[src/rtl/scoreboard_slot_allocator.sv]
// Scoreboard slot allocator: owns the occupancy bitmap and grants one free slot per
// cycle (0-cycle grant from registered state) while releasing at most one slot per cycle.
module scoreboard_slot_allocator #(
  parameter int WIDTH = 8,
  parameter int MODE = 0,
  localparam int IWIDTH = $clog2(WIDTH),
  localparam int CWIDTH = $clog2(WIDTH + 1)
) (
  input  logic              clk,
  input  logic              reset,
  input  logic              alloc_req,
  output logic              alloc_gnt,
  output logic [IWIDTH-1:0] alloc_idx,
  input  logic              free_val,
  input  logic [IWIDTH-1:0] free_idx,
  output logic [WIDTH-1:0]  occupancy,
  output logic [CWIDTH-1:0] count,
  output logic              full,
  output logic              empty,
  output logic              free_err
);

  localparam logic [CWIDTH-1:0]  LP_FULL    = CWIDTH'(WIDTH);
  localparam logic [WIDTH-1:0]   LP_ONE     = {{(WIDTH-1){1'b0}}, 1'b1};
  localparam logic [2*WIDTH-1:0] LP_DBL_ONE = {{(2*WIDTH-1){1'b0}}, 1'b1};

  generate
    if (MODE < 0 || MODE > 2) begin : g_badMode
      $error("scoreboard_slot_allocator: MODE must be 0, 1 or 2");
    end
  endgenerate

  logic [WIDTH-1:0]   r_occ;
  logic [CWIDTH-1:0]  r_count;
  logic               r_freeErr;
  logic [IWIDTH-1:0]  r_rrPtr;

  logic               w_full;
  logic               w_gnt;
  logic [WIDTH-1:0]   w_freeSlots;
  logic [IWIDTH-1:0]  w_idxHigh;
  logic [IWIDTH-1:0]  w_idxLow;
  logic [IWIDTH-1:0]  w_idxRr;
  logic [IWIDTH-1:0]  w_idxSel;
  logic [2*WIDTH-1:0] w_rrMask;
  logic [2*WIDTH-1:0] w_rrCand;
  logic [2*WIDTH-1:0] w_rrFirst;
  logic [WIDTH-1:0]   w_freeOneHot;
  logic               w_freeHit;
  logic [WIDTH-1:0]   w_gntOneHot;
  logic [WIDTH-1:0]   w_clrMask;

  assign w_full      = (r_count == LP_FULL);
  assign w_gnt       = alloc_req & ~w_full;
  assign w_freeSlots = ~r_occ;

  always_comb begin
    w_idxHigh = '0;
    for (int i = 0; i < WIDTH; i++) begin
      if (w_freeSlots[i]) w_idxHigh = IWIDTH'(i);
    end
  end

  always_comb begin
    w_idxLow = '0;
    for (int i = WIDTH - 1; i >= 0; i--) begin
      if (w_freeSlots[i]) w_idxLow = IWIDTH'(i);
    end
  end

  // Round-robin: mask the doubled free vector above rr_ptr, isolate the lowest set bit, fold back
  always_comb begin
    w_rrMask = '0;
    for (int j = 0; j < 2 * WIDTH; j++) begin
      w_rrMask[j] = (j > int'(r_rrPtr));
    end
  end

  assign w_rrCand  = {w_freeSlots, w_freeSlots} & w_rrMask;
  assign w_rrFirst = w_rrCand & (~w_rrCand + LP_DBL_ONE);

  always_comb begin
    w_idxRr = '0;
    for (int j = 0; j < 2 * WIDTH; j++) begin
      if (w_rrFirst[j]) w_idxRr = IWIDTH'(j % WIDTH);
    end
  end

  always_comb begin
    case (MODE)
      1:       w_idxSel = w_idxLow;
      2:       w_idxSel = w_idxRr;
      default: w_idxSel = w_idxHigh;
    endcase
  end

  // An out-of-range free_idx shifts the one-hot out entirely, so it can never hit
  assign w_freeOneHot = LP_ONE << free_idx;
  assign w_freeHit    = free_val & |(r_occ & w_freeOneHot);
  assign w_gntOneHot  = w_gnt ? (LP_ONE << w_idxSel) : '0;
  assign w_clrMask    = w_freeHit ? w_freeOneHot : '0;

  always_ff @(posedge clk) begin
    if (reset) begin
      r_occ     <= '0;
      r_count   <= '0;
      r_freeErr <= 1'b0;
      r_rrPtr   <= IWIDTH'(WIDTH - 1);
    end else begin
      r_occ <= (r_occ & ~w_clrMask) | w_gntOneHot;
      case ({w_gnt, w_freeHit})
        2'b10:   r_count <= r_count + CWIDTH'(1);
        2'b01:   r_count <= r_count - CWIDTH'(1);
        default: r_count <= r_count;
      endcase
      if (free_val && !w_freeHit) r_freeErr <= 1'b1;
      if (w_gnt) r_rrPtr <= w_idxSel;
    end
  end

  assign alloc_gnt = w_gnt;
  assign alloc_idx = w_gnt ? w_idxSel : '0;
  assign occupancy = r_occ;
  assign count     = r_count;
  assign full      = w_full;
  assign empty     = (r_count == '0);
  assign free_err  = r_freeErr;

endmodule

[config.mk]
export PLATFORM = sky130hd
export DESIGN_NAME = scoreboard_slot_allocator
export DESIGN_NICKNAME = d
export VERILOG_FILES = /design/src/rtl/scoreboard_slot_allocator.sv
export SDC_FILE = /design/constraint.sdc
export NUM_CORES = 1
export LEC_CHECK = 0
export BUFFER_PORTS_ARGS = -buffer_cell sky130_fd_sc_hd__buf_2
export CAP_MARGIN = 20
export CORE_MARGIN = 5
export CORE_UTILIZATION = 52
export DETAILED_ROUTE_END_ITERATION = 16
export PLACE_DENSITY_LB_ADDON = 0.08
export RECOVER_POWER = 100
export SLEW_MARGIN = 0
export SYNTH_ARGS = -nofsm -noshare
export SYNTH_HDL_FRONTEND = slang
export SYNTH_SLANG_ARGS = --single-unit
[constraint.sdc]
create_clock -name clk -period 7.2 [get_ports clk]
set_input_delay 0.36 -clock clk [delete_from_list [all_inputs] [get_ports clk]]
set_output_delay 0.36 -clock clk [all_outputs]
set_load 0.02 [all_outputs]
==> key figures <==
Pwr
  • Design internal power: 0.107 mW
  • Sequential power share: 0.502
  • Gate power share: 0.202
  • Net Sw Frac: 0.327
  • PD cells: 174 nW/um2
  • Switching Power: 0.0519 mW
  • Clk network pwr share: 0.296
  • Leakage power: 0.347 nW
  • Peak supply drop: 0.107 mV

Yosys
  • Yosys reg bits: 13
  • YS warnings: 0
  • Asr flop ratio synth: 0
  • Post-synth EDFFs: 0
  • Largest cells by area after synthesis: dfxtp_1, nor2_1, a21oi_1
  • Syn avg cell area: 8.43 um2
  • Largest area contributor in the netlist: dfxtp_1
  • Post-synth top cells: dfxtp_1, nor2_1, inv_1, a21oi_1
  • Syn Nets: 103
  • Top FF cell, synth: dfxtp_1
  • Syn Inst Count: 92
  • Synth Cell Area: 776 um2
  • Sequential element share of the synthesized area: 0.335
  • Share of the synthesized area in the top cell type: 0.335
  • Yosys cell types: 32

Die
  • Cell Rows: 14
  • Die X: 48.6 um
  • Die area: 2360 um2
  • Core ar.: 1450 um2
  • Total I/O pin count: 26
  • Starting Density: 0.534
  • Die height: 48.6 um

Worst setup path
  • Worst Setup Start Kind: flip-flop
  • CP max FO: 8
  • WP data arrival: 2860 ps
  • Critical Path End Type: flip-flop
  • Crit path kind: flip-flop to flip-flop
  • CP required: 7420 ps

Placement
  • DP Area: 912 um2
  • Quantity of I/O buffers inserted on ports: 25
  • Placer Congestion: 0.797
  • Detail Placement HPWL: 1.53 mm

Detailed routing
  • DR vias: 790
  • Post-detailed-route count of antenna-violating nets: 0
  • Vias per cell: 5.85
  • 1st-iter DRT viols: 23
  • Drt pass-1 iters: 4
  • Drc violations: 0
  • Drt wl/cell: 14.9 um
  • Final Routed Wirelength: 2.02 mm

STA
  • Min Tclk post-route: 2640 ps
  • Fmax: 0.378 GHz
  • Unrepaired setup endpoints after global routing: no
  • Worst slew pin tran: 427 ps
  • Final setup TNS: 0 ps
  • Final period util: 0.367
  • Slew margin rel.: 0.713
  • Total count of max-transition violations in the final report: 0
  • Worst Skew: 2.67 ps
  • Final setup violation count: 0
  • Fin. Hold Viols: 0

Clock network
  • Worst-Skew Late Latency: 280 ps
  • Clk pin slew, worst setup/hold paths: 80 ps
  • CTS tree: done
  • TritonCTS Buffers: 3
  • Clk sinks: 13
  • H-tree Lvls: 1
  • Root Buffer: clkbuf_4
  • Post-CTS sizing: 0
  • CTS max path bufs: 2
  • Setup Fix Bufs, Post-CTS: 0
  • CTS Hold Bufs: 0

Finish
  • # nets final: 131
  • N_diodes: 0
  • Area Overhead vs Synth: 17.6%
  • Fillers: 149
  • Share of cells above drive strength 1: 0.101
  • Fin area: 912 um2

Global route
  • First-pass GRT wire length: 3.47 mm
  • Largest net degree at the start of global routing: 13
  • Grt ovf: 0
  • GR Util met1: 0.247
  • GR peak layer: met2
  • M3 GR Usage: 0.0491
  • GRT Resource Usage Total: 0.183
  • Initial antenna violation count: 0
  • Vias in the first global route: 735
  • GR Util met2: 0.278

Hold path
  • Tightest Hold Check Type: input port to flip-flop

Job
  • Max-Cap Viols: 0

Run status
  • Status: completed
==> area by class of cell <==
cell class,count,area (um2),share of cell area
clock buffer,4,26.3,0.0288
inverter,10,37.5,0.0412
multi-input combinational,67,467,0.512
sequential,13,260,0.285
tap,16,20.0,0.0219
timing repair buffer,25,101,0.111
==> critical path: stages (launching register included) <==
cell and delay (ps):
dfxtp_1 490, mux2i_1 140, mux4_2 500, nor2_1 110
ha_1 190, ha_1 280, a21oi_1 180, a21oi_1 100
or4_1 470, a21oi_1 140
==> per-stage QoR <==
stage          hold slack (ps)  std cells  total power, mW   util  worst slack [ps]
6_report                   363        135            0.159  0.627              4560
3_3_place_gp               468        131            0.114  0.627              4600
3_5_place_dp               462        131            0.115  0.627              4520
5_1_grt                    408        135            0.167  0.627              4320
2_1_floorplan              501         92            0.103      -              4270
4_1_cts                    363        135            0.161  0.645              4560
==> sequential cells by signal, indices dropped and copies added (netlist names) <==
name	count
count	4
free_err	1
occupancy	8
==> kinds of logic (layout without fill, tap and decap cells) <==
| group | count (synthesis) | in the layout | synth area share |
|---|---|---|---|
| xor gates and xnor gates | 2 | 2 | 0.0226 |
| adders and majority gates | 4 | 4 | 0.0742 |
| AOI/OAI and AO/OA | 25 | 25 | 0.223 |
| and+or+nand+nor | 31 | 31 | 0.205 |
| buffers and inverters | 12 | 39 | 0.0597 |
| muxes | 5 | 5 | 0.0806 |
| DFF | 13 | 13 | 0.335 |
==> final timing paths <==
check             end         start  depth (start not counted)  slack, ps
max          count[3]  occupancy[7]                          9       4560
min          free_err      free_val                          3        360
max reg2reg  count[3]  occupancy[7]                          9       4560
min reg2reg  free_err      free_err                          2        480
==> power groups by stage <==
stage	clock [mW]	sequential, mW	combinational (mW)
final	0.0471	0.0797	0.0321
after global routing	0.0512	0.0805	0.0353
after CTS	0.0472	0.0796	0.0338
after detailed placement	0	0.0813	0.0335
after global placement	0	0.0812	0.0331
after floorplan	0	0.0840	0.0190
==> layout by cell type, fill, tap and decap left out, types with 2 or more instances in the layout <==
master / instances
o41ai_1: 3
ha_1: 3
nor2_1: 13
clkbuf_1: 20
dfxtp_1: 13
clkbuf_4: 3
inv_1: 10
a21oi_1: 9
o311ai_0: 4
o31ai_1: 2
o21ai_0: 3
nand2b_1: 3
nor4_1: 2
xor2_1: 2
mux2i_1: 4
buf_2: 6
nand2_1: 4
==> metal layers <==
metal,part of all wire,up-vias,wire length (um)
met3,0.078,4,158
met5,0,-,0
li1,-,392,-
met4,0.011,0,23
met1,0.46,360,922
met2,0.45,34,911
Note: power is estimated with default switching activity, not from simulation.
